[src/rtl/fp8_skew_feeder.sv]
// fp8_skew_feeder: operand injector for an N x N FP8 systolic grid.
// Accepts one k-step per beat (N A operands, N B operands), applies the
// diagonal skew (lane k delayed 1+k cycles), drives the per-anti-diagonal
// clear chain, flushes the grid and pulses tile_done when every PE holds
// its final accumulator.
// Optional feature macro: FEEDER_STALL_CNT_EN adds stall_cnt[15:0], a
// saturating count of STREAM cycles without an offered beat.
// Ports:
//   clk, rst (sync, active-low)
//   in_valid/in_ready/in_last  beat handshake, in_last ends the tile
//   in_a/in_b                  N E4M3 operands each, lane i = [8i+7:8i]
//   a_edge/b_edge              skewed operands to PE(i,0) / PE(0,j)
//   clear_diag                 bit d clears every PE with i+j=d
//   busy                       high in any state except IDLE
//   tile_done                  one-cycle pulse, all PE results final
module fp8_skew_feeder #(
  parameter int unsigned N = 4
) (
  input  logic             clk,
  input  logic             rst,
  input  logic             in_valid,
  output logic             in_ready,
  input  logic             in_last,
  input  logic [8*N-1:0]   in_a,
  input  logic [8*N-1:0]   in_b,
  output logic [8*N-1:0]   a_edge,
  output logic [8*N-1:0]   b_edge,
  output logic [2*N-2:0]   clear_diag,
  output logic             busy,
  output logic             tile_done
`ifdef FEEDER_STALL_CNT_EN
  ,
  output logic [15:0]      stall_cnt
`endif
);

  localparam int unsigned LW = 8;
  localparam int unsigned DW = 2 * N - 1;
  localparam int unsigned CW = $clog2(2 * N);

  typedef enum logic [2:0] {
    S_IDLE,
    S_CLEAR,
    S_STREAM,
    S_FLUSH,
    S_DONE
  } state_t;

  state_t          r_state;
  state_t          w_state_nxt;
  logic [CW-1:0]   r_flush_cnt;
  logic [DW-1:0]   r_clr;
  logic            r_in_ready;
  logic            r_busy;
  logic            r_tile_done;
  logic            w_fire;
  logic            w_clr_tok;
  logic            w_ready_nxt;
  logic            w_busy_nxt;
  logic            w_done_nxt;
  logic [8*N-1:0]  w_inj_a;
  logic [8*N-1:0]  w_inj_b;

  assign w_fire = in_valid & (r_state == S_STREAM);

  // State register
  always_ff @(posedge clk) begin
    if (!rst) r_state <= S_IDLE;
    else      r_state <= w_state_nxt;
  end

  // Next-state logic
  always_comb begin
    w_state_nxt = r_state;
    case (r_state)
      S_IDLE:   if (in_valid) w_state_nxt = S_CLEAR;
      S_CLEAR:  w_state_nxt = S_STREAM;
      S_STREAM: if (w_fire && in_last) w_state_nxt = S_FLUSH;
      S_FLUSH:  if (r_flush_cnt == CW'(DW - 1)) w_state_nxt = S_DONE;
      S_DONE:   w_state_nxt = S_IDLE;
      default:  w_state_nxt = S_IDLE;
    endcase
  end

  // Output decode: injected values and next values of the status registers
  always_comb begin
    w_inj_a     = '0;
    w_inj_b     = '0;
    w_clr_tok   = 1'b0;
    w_ready_nxt = (w_state_nxt == S_STREAM);
    w_busy_nxt  = (w_state_nxt != S_IDLE);
    w_done_nxt  = (w_state_nxt == S_DONE);
    if (r_state == S_CLEAR) w_clr_tok = 1'b1;
    // Anything other than an accepted beat injects zero bubbles on both sides
    if (w_fire) begin
      w_inj_a = in_a;
      w_inj_b = in_b;
    end
  end

  // Status outputs registered from the next state so they align with it
  always_ff @(posedge clk) begin
    if (!rst) begin
      r_in_ready  <= 1'b0;
      r_busy      <= 1'b0;
      r_tile_done <= 1'b0;
    end else begin
      r_in_ready  <= w_ready_nxt;
      r_busy      <= w_busy_nxt;
      r_tile_done <= w_done_nxt;
    end
  end

  // Flush length counter: counts 0..DW-1 while in FLUSH
  always_ff @(posedge clk) begin
    if (!rst)                    r_flush_cnt <= '0;
    else if (r_state == S_FLUSH) r_flush_cnt <= r_flush_cnt + CW'(1);
    else                         r_flush_cnt <= '0;
  end

  // Clear token chain: bit d lags the injection by 1+d cycles
  always_ff @(posedge clk) begin
    if (!rst) r_clr <= '0;
    else      r_clr <= {r_clr[DW-2:0], w_clr_tok};
  end

  // Per-lane skew shift registers: lane k holds 1+k bytes, oldest at the top
  for (genvar k = 0; k < N; k++) begin : g_lane
    localparam int unsigned SW = LW * (k + 1);
    logic [SW-1:0] r_a_sr;
    logic [SW-1:0] r_b_sr;

    always_ff @(posedge clk) begin
      if (!rst) begin
        r_a_sr <= '0;
        r_b_sr <= '0;
      end else begin
        r_a_sr <= (r_a_sr << LW) | SW'(w_inj_a[LW*k +: LW]);
        r_b_sr <= (r_b_sr << LW) | SW'(w_inj_b[LW*k +: LW]);
      end
    end

    assign a_edge[LW*k +: LW] = r_a_sr[LW*k +: LW];
    assign b_edge[LW*k +: LW] = r_b_sr[LW*k +: LW];
  end

`ifdef FEEDER_STALL_CNT_EN
  logic [15:0] r_stall_cnt;

  // Saturating count of bubble cycles in the current tile
  always_ff @(posedge clk) begin
    if (!rst)                    r_stall_cnt <= '0;
    else if (r_state == S_CLEAR) r_stall_cnt <= '0;
    else if (r_state == S_STREAM && !in_valid && r_stall_cnt != 16'hFFFF)
      r_stall_cnt <= r_stall_cnt + 16'd1;
  end

  assign stall_cnt = r_stall_cnt;
`endif

  assign in_ready   = r_in_ready;
  assign busy       = r_busy;
  assign tile_done  = r_tile_done;
  assign clear_diag = r_clr;

endmodule
[config.mk]
export PLATFORM = sky130hd
export DESIGN_NAME = fp8_skew_feeder
export DESIGN_NICKNAME = d
export VERILOG_FILES = /design/src/rtl/fp8_skew_feeder.sv
export SDC_FILE = /design/constraint.sdc
export NUM_CORES = 1
export LEC_CHECK = 0
export BUFFER_PORTS_ARGS = -buffer_cell sky130_fd_sc_hd__buf_2
export CELL_PAD_IN_SITES_DETAIL_PLACEMENT = 0
export CELL_PAD_IN_SITES_GLOBAL_PLACEMENT = 2
export CORE_MARGIN = 1
export CORE_UTILIZATION = 35
export CTS_CLUSTER_SIZE = 20
export DETAILED_ROUTE_END_ITERATION = 7
export GPL_ROUTABILITY_DRIVEN = 1
export PLACE_DENSITY = 0.89
export RECOVER_POWER = 50
export SLEW_MARGIN = 20
export SYNTH_ARGS = -nofsm -noshare
export SYNTH_HDL_FRONTEND = slang
export SYNTH_SLANG_ARGS = --single-unit
[constraint.sdc]
create_clock -name clk -period 2.1 [get_ports clk]
set_clock_uncertainty 0.1 [all_clocks]
set_input_delay 0 -clock clk [delete_from_list [all_inputs] [get_ports clk]]
set_output_delay 0 -clock clk [all_outputs]
set_load 0.01 [all_outputs]
==> reports/metrics.cfg <==
[placement]
place.detailed.hpwl_um=5240
placement.io_buffers=141
placed_cell_area_sq_um=5730
gp_routability_congestion=0.698

[clock_tree]
clock_sinks=176
ctsHtreeMaxLevel=4
tritoncts=built
max-clock-path-buffers=2
tritoncts.num_buffers=17
post-cts-setup-buffers=0
worst_skew_pair.late_latency_ps=420
clk_pin_slew_worst_paths_ps=60
cts.root.buffer_cell=clkbuf_16

[setup_path]
critPathRequiredTime_ps=2360
setup.worst_path.class=flip-flop to flip-flop
worstSetupEndpointType=flip-flop
cp_slowest_cell=and3_2
cp_slowest_stage_delay_ps=440
crit_chain=nor2b_1 -> and3_2 -> buf_12 -> and2_2
critPathBufInv=1
critical_path.reg2reg.startpoint=r_state[1]
critical_path.startpoint=r_state[1]
worstPathMaxFanout=42
startpoint_class_of_the_critical_path=flip-flop
timing.critical_path.to=g_lane[1].r_b_sr[6]
arrival_ps=1880
worst_r2r_endpoint=g_lane[1].r_b_sr[6]
worst_path_dominant_cell_family=simple AND/OR/NAND/NOR gates
timing.reg2reg.worst_path_depth=4
critical_path_depth=4
worst-r2r-setup-slack_ps=480

[synthesis]
synth_top_area_cell=dfxtp_1
postSynth.asyncResetShare=0
number_of_synthesized_flops_with_an_enable_pin=0
synthDominantCellAreaShare=0.668
synth_sequential_area_ratio=0.668
netlist_top_cells_count=dfxtp_1, and2_1, buf_4, and2_2, clkbuf_1
syn_nets=507
postSynthRegisterBits=176
netlist_top_cells_area=dfxtp_1, and2_1, buf_4, and2_2, buf_8
postSynthCellCount=437
post_synth_instance_area_sq_um=5270
yosys_warnings=0
syn-mean-instance-area_sq_um=12.1
yosys.cell_types.count=24
synthMostInstantiatedCell=dfxtp_1
flip_flop_cell_with_the_highest_count_after_synthesis=dfxtp_1

[detailed_routing]
detail_route.wirelength_um=8630
routed_via_density=3.90
detail_route.drc_violations=0
first_iter_violations=123
drt-pass1-iter-count=4
antenna_left=0
wire_per_inst_um=10.9
num_vias=3099

[global_routing]
grt_met2_use=0.200
use_met1=0.122
remaining_overflow_grt=0
grt_first_pass_wirelength_um=14100
grtUsageTotal=0.119
globalRoute.busiestLayer=met2
met3_resource_use_gr=0.0455
grt_pass1_vias=3117
grt_start_max_net_pins=104
initial_antenna_violation_count=0

[timing]
finalCritPeriodShare=0.770
timing.setup.tns_ps=0
timing.final.max_slew_violations=0
max_slew.worst_pin.slew_ps=729
slew_headroom=0.514
finalHoldViolations=0
min_period_ps=1620
fmaxAchievable_mhz=619
final_number_of_setup_violating_endpoints=0
grt_setup_unrepaired=no
hold_slack_ps=212

[cells_and_area]
drive_gt1_frac=0.211
area_delta_synth_final_pct=30.7
fin_util=0.472
final_design_area_no_fill_sq_um=6890
net_count_reported_at_finish=670
diodes=0

[floorplanning]
die_h_um=125
placementRows=44
floorplan.core_area_sq_um=14600
io_pins=142
floorplan.die.width_um=125
total_die_area_sq_um=15600
initial_utilization=0.361

[status]
run_status=finished clean

[power]
leakage_nw=2.93
peakVddDrop_mv=0.502
post-layout-total-power_mw=6.73
p_per_area_nw_per_um2=977

[run]
timing.max_cap.violations=0

[min_path]
min_path_type=primary input to flip-flop

[worst min path at each step]
stage,from,to,cells after the start
finish,in_b[4],g_lane[0].r_b_sr[4],3
floorplan,in_a[0],g_lane[0].r_a_sr[0],1
global route,in_b[6],g_lane[0].r_b_sr[6],3
detailed placement,in_a[18],g_lane[2].r_a_sr[2],2
CTS,in_a[3],g_lane[0].r_a_sr[3],3
global placement,in_b[7],g_lane[0].r_b_sr[7],2
[metal layers]
layer / share of wire / up-vias
met1: 0.42 / 1364
met2: 0.48 / 114
met5: 0 / -
li1: - / 1600
met3: 0.065 / 21
met4: 0.033 / 0
[final cells by class]
| type | count | area (sq um) |
|---|---|---|
| clock buffer | 20 | 447 |
| clock inverter | 9 | 134 |
| fill | 1345 | 7700 |
| inverter | 1 | 3.75 |
| multi-input combinational | 194 | 1240 |
| sequential | 176 | 3520 |
| tap | 184 | 230 |
| timing repair buffer | 210 | 1310 |
[worst min-delay path, stage by stage]
cell and delay, ps:
dlygate4sd3_1 520, buf_2 90, and2_1 100
[power breakdown]
group / switching, mW / internal [mW] / leakage, nW
clock: 1.21 / 1.89 / 0.283
combinational: 0.0887 / 0.159 / 1.23
sequential: 0.0124 / 3.38 / 1.42
total: 1.31 / 5.42 / 2.93
[kinds of logic after synthesis]
logic type,Yosys count,synth area share
AO/OA/AOI/OAI,3,0.00285
XOR/XNOR,1,0.00166
AND/OR/NAND/NOR,188,0.226
buffers and inverters,67,0.0961
flip-flops,176,0.668
adder cells (fa/ha/maj),2,0.00475
[registers in the layout (all words and copies together) (netlist names)]
signal and count:
g_lane.r_a_sr 80, g_lane.r_b_sr 80, clear_diag 7, r_flush_cnt 3, r_state 3, busy 1
in_ready 1, tile_done 1
[placed cells by master (no fill, tap or decap)]
| cell type | count |
|---|---|
| inv_6 | 2 |
| dfxtp_1 | 176 |
| and2b_2 | 1 |
| xnor2_1 | 1 |
| and2_1 | 132 |
| dlygate4sd3_1 | 67 |
| ha_1 | 2 |
| and2_2 | 32 |
| clkbuf_16 | 17 |
| buf_12 | 1 |
| nor2_1 | 8 |
| buf_4 | 1 |
| nand2b_1 | 1 |
| nand3_1 | 2 |
| nor3_1 | 1 |
| o21ai_0 | 1 |
| buf_2 | 66 |
| clkinvlp_4 | 1 |
| nand4_1 | 1 |
| nand3b_1 | 1 |
| nor2b_1 | 1 |
| clkbuf_1 | 77 |
| nand2_1 | 2 |
| or2b_1 | 1 |
| and3_2 | 1 |
| bufinv_16 | 3 |
| and2b_1 | 1 |
| clkbuf_8 | 1 |
| inv_1 | 1 |
| clkinv_4 | 1 |
| a21oi_1 | 2 |
| clkinv_2 | 2 |
| and2_0 | 3 |
[what timing repair did]
| item | in CTS | in global routing |
|---|---|---|
| hold endpoints to repair | 68 | 0 |
| resized for setup | 0 | 0 |
| hold buffers | 67 | 0 |
[metrics by stage]
stage,instances,setup WS [ps]
finish,794,484
CTS,794,450
global placement,698,536
detailed placement,698,457
global route,794,335
floorplan,437,795
Power figures use the tool's default switching activity.
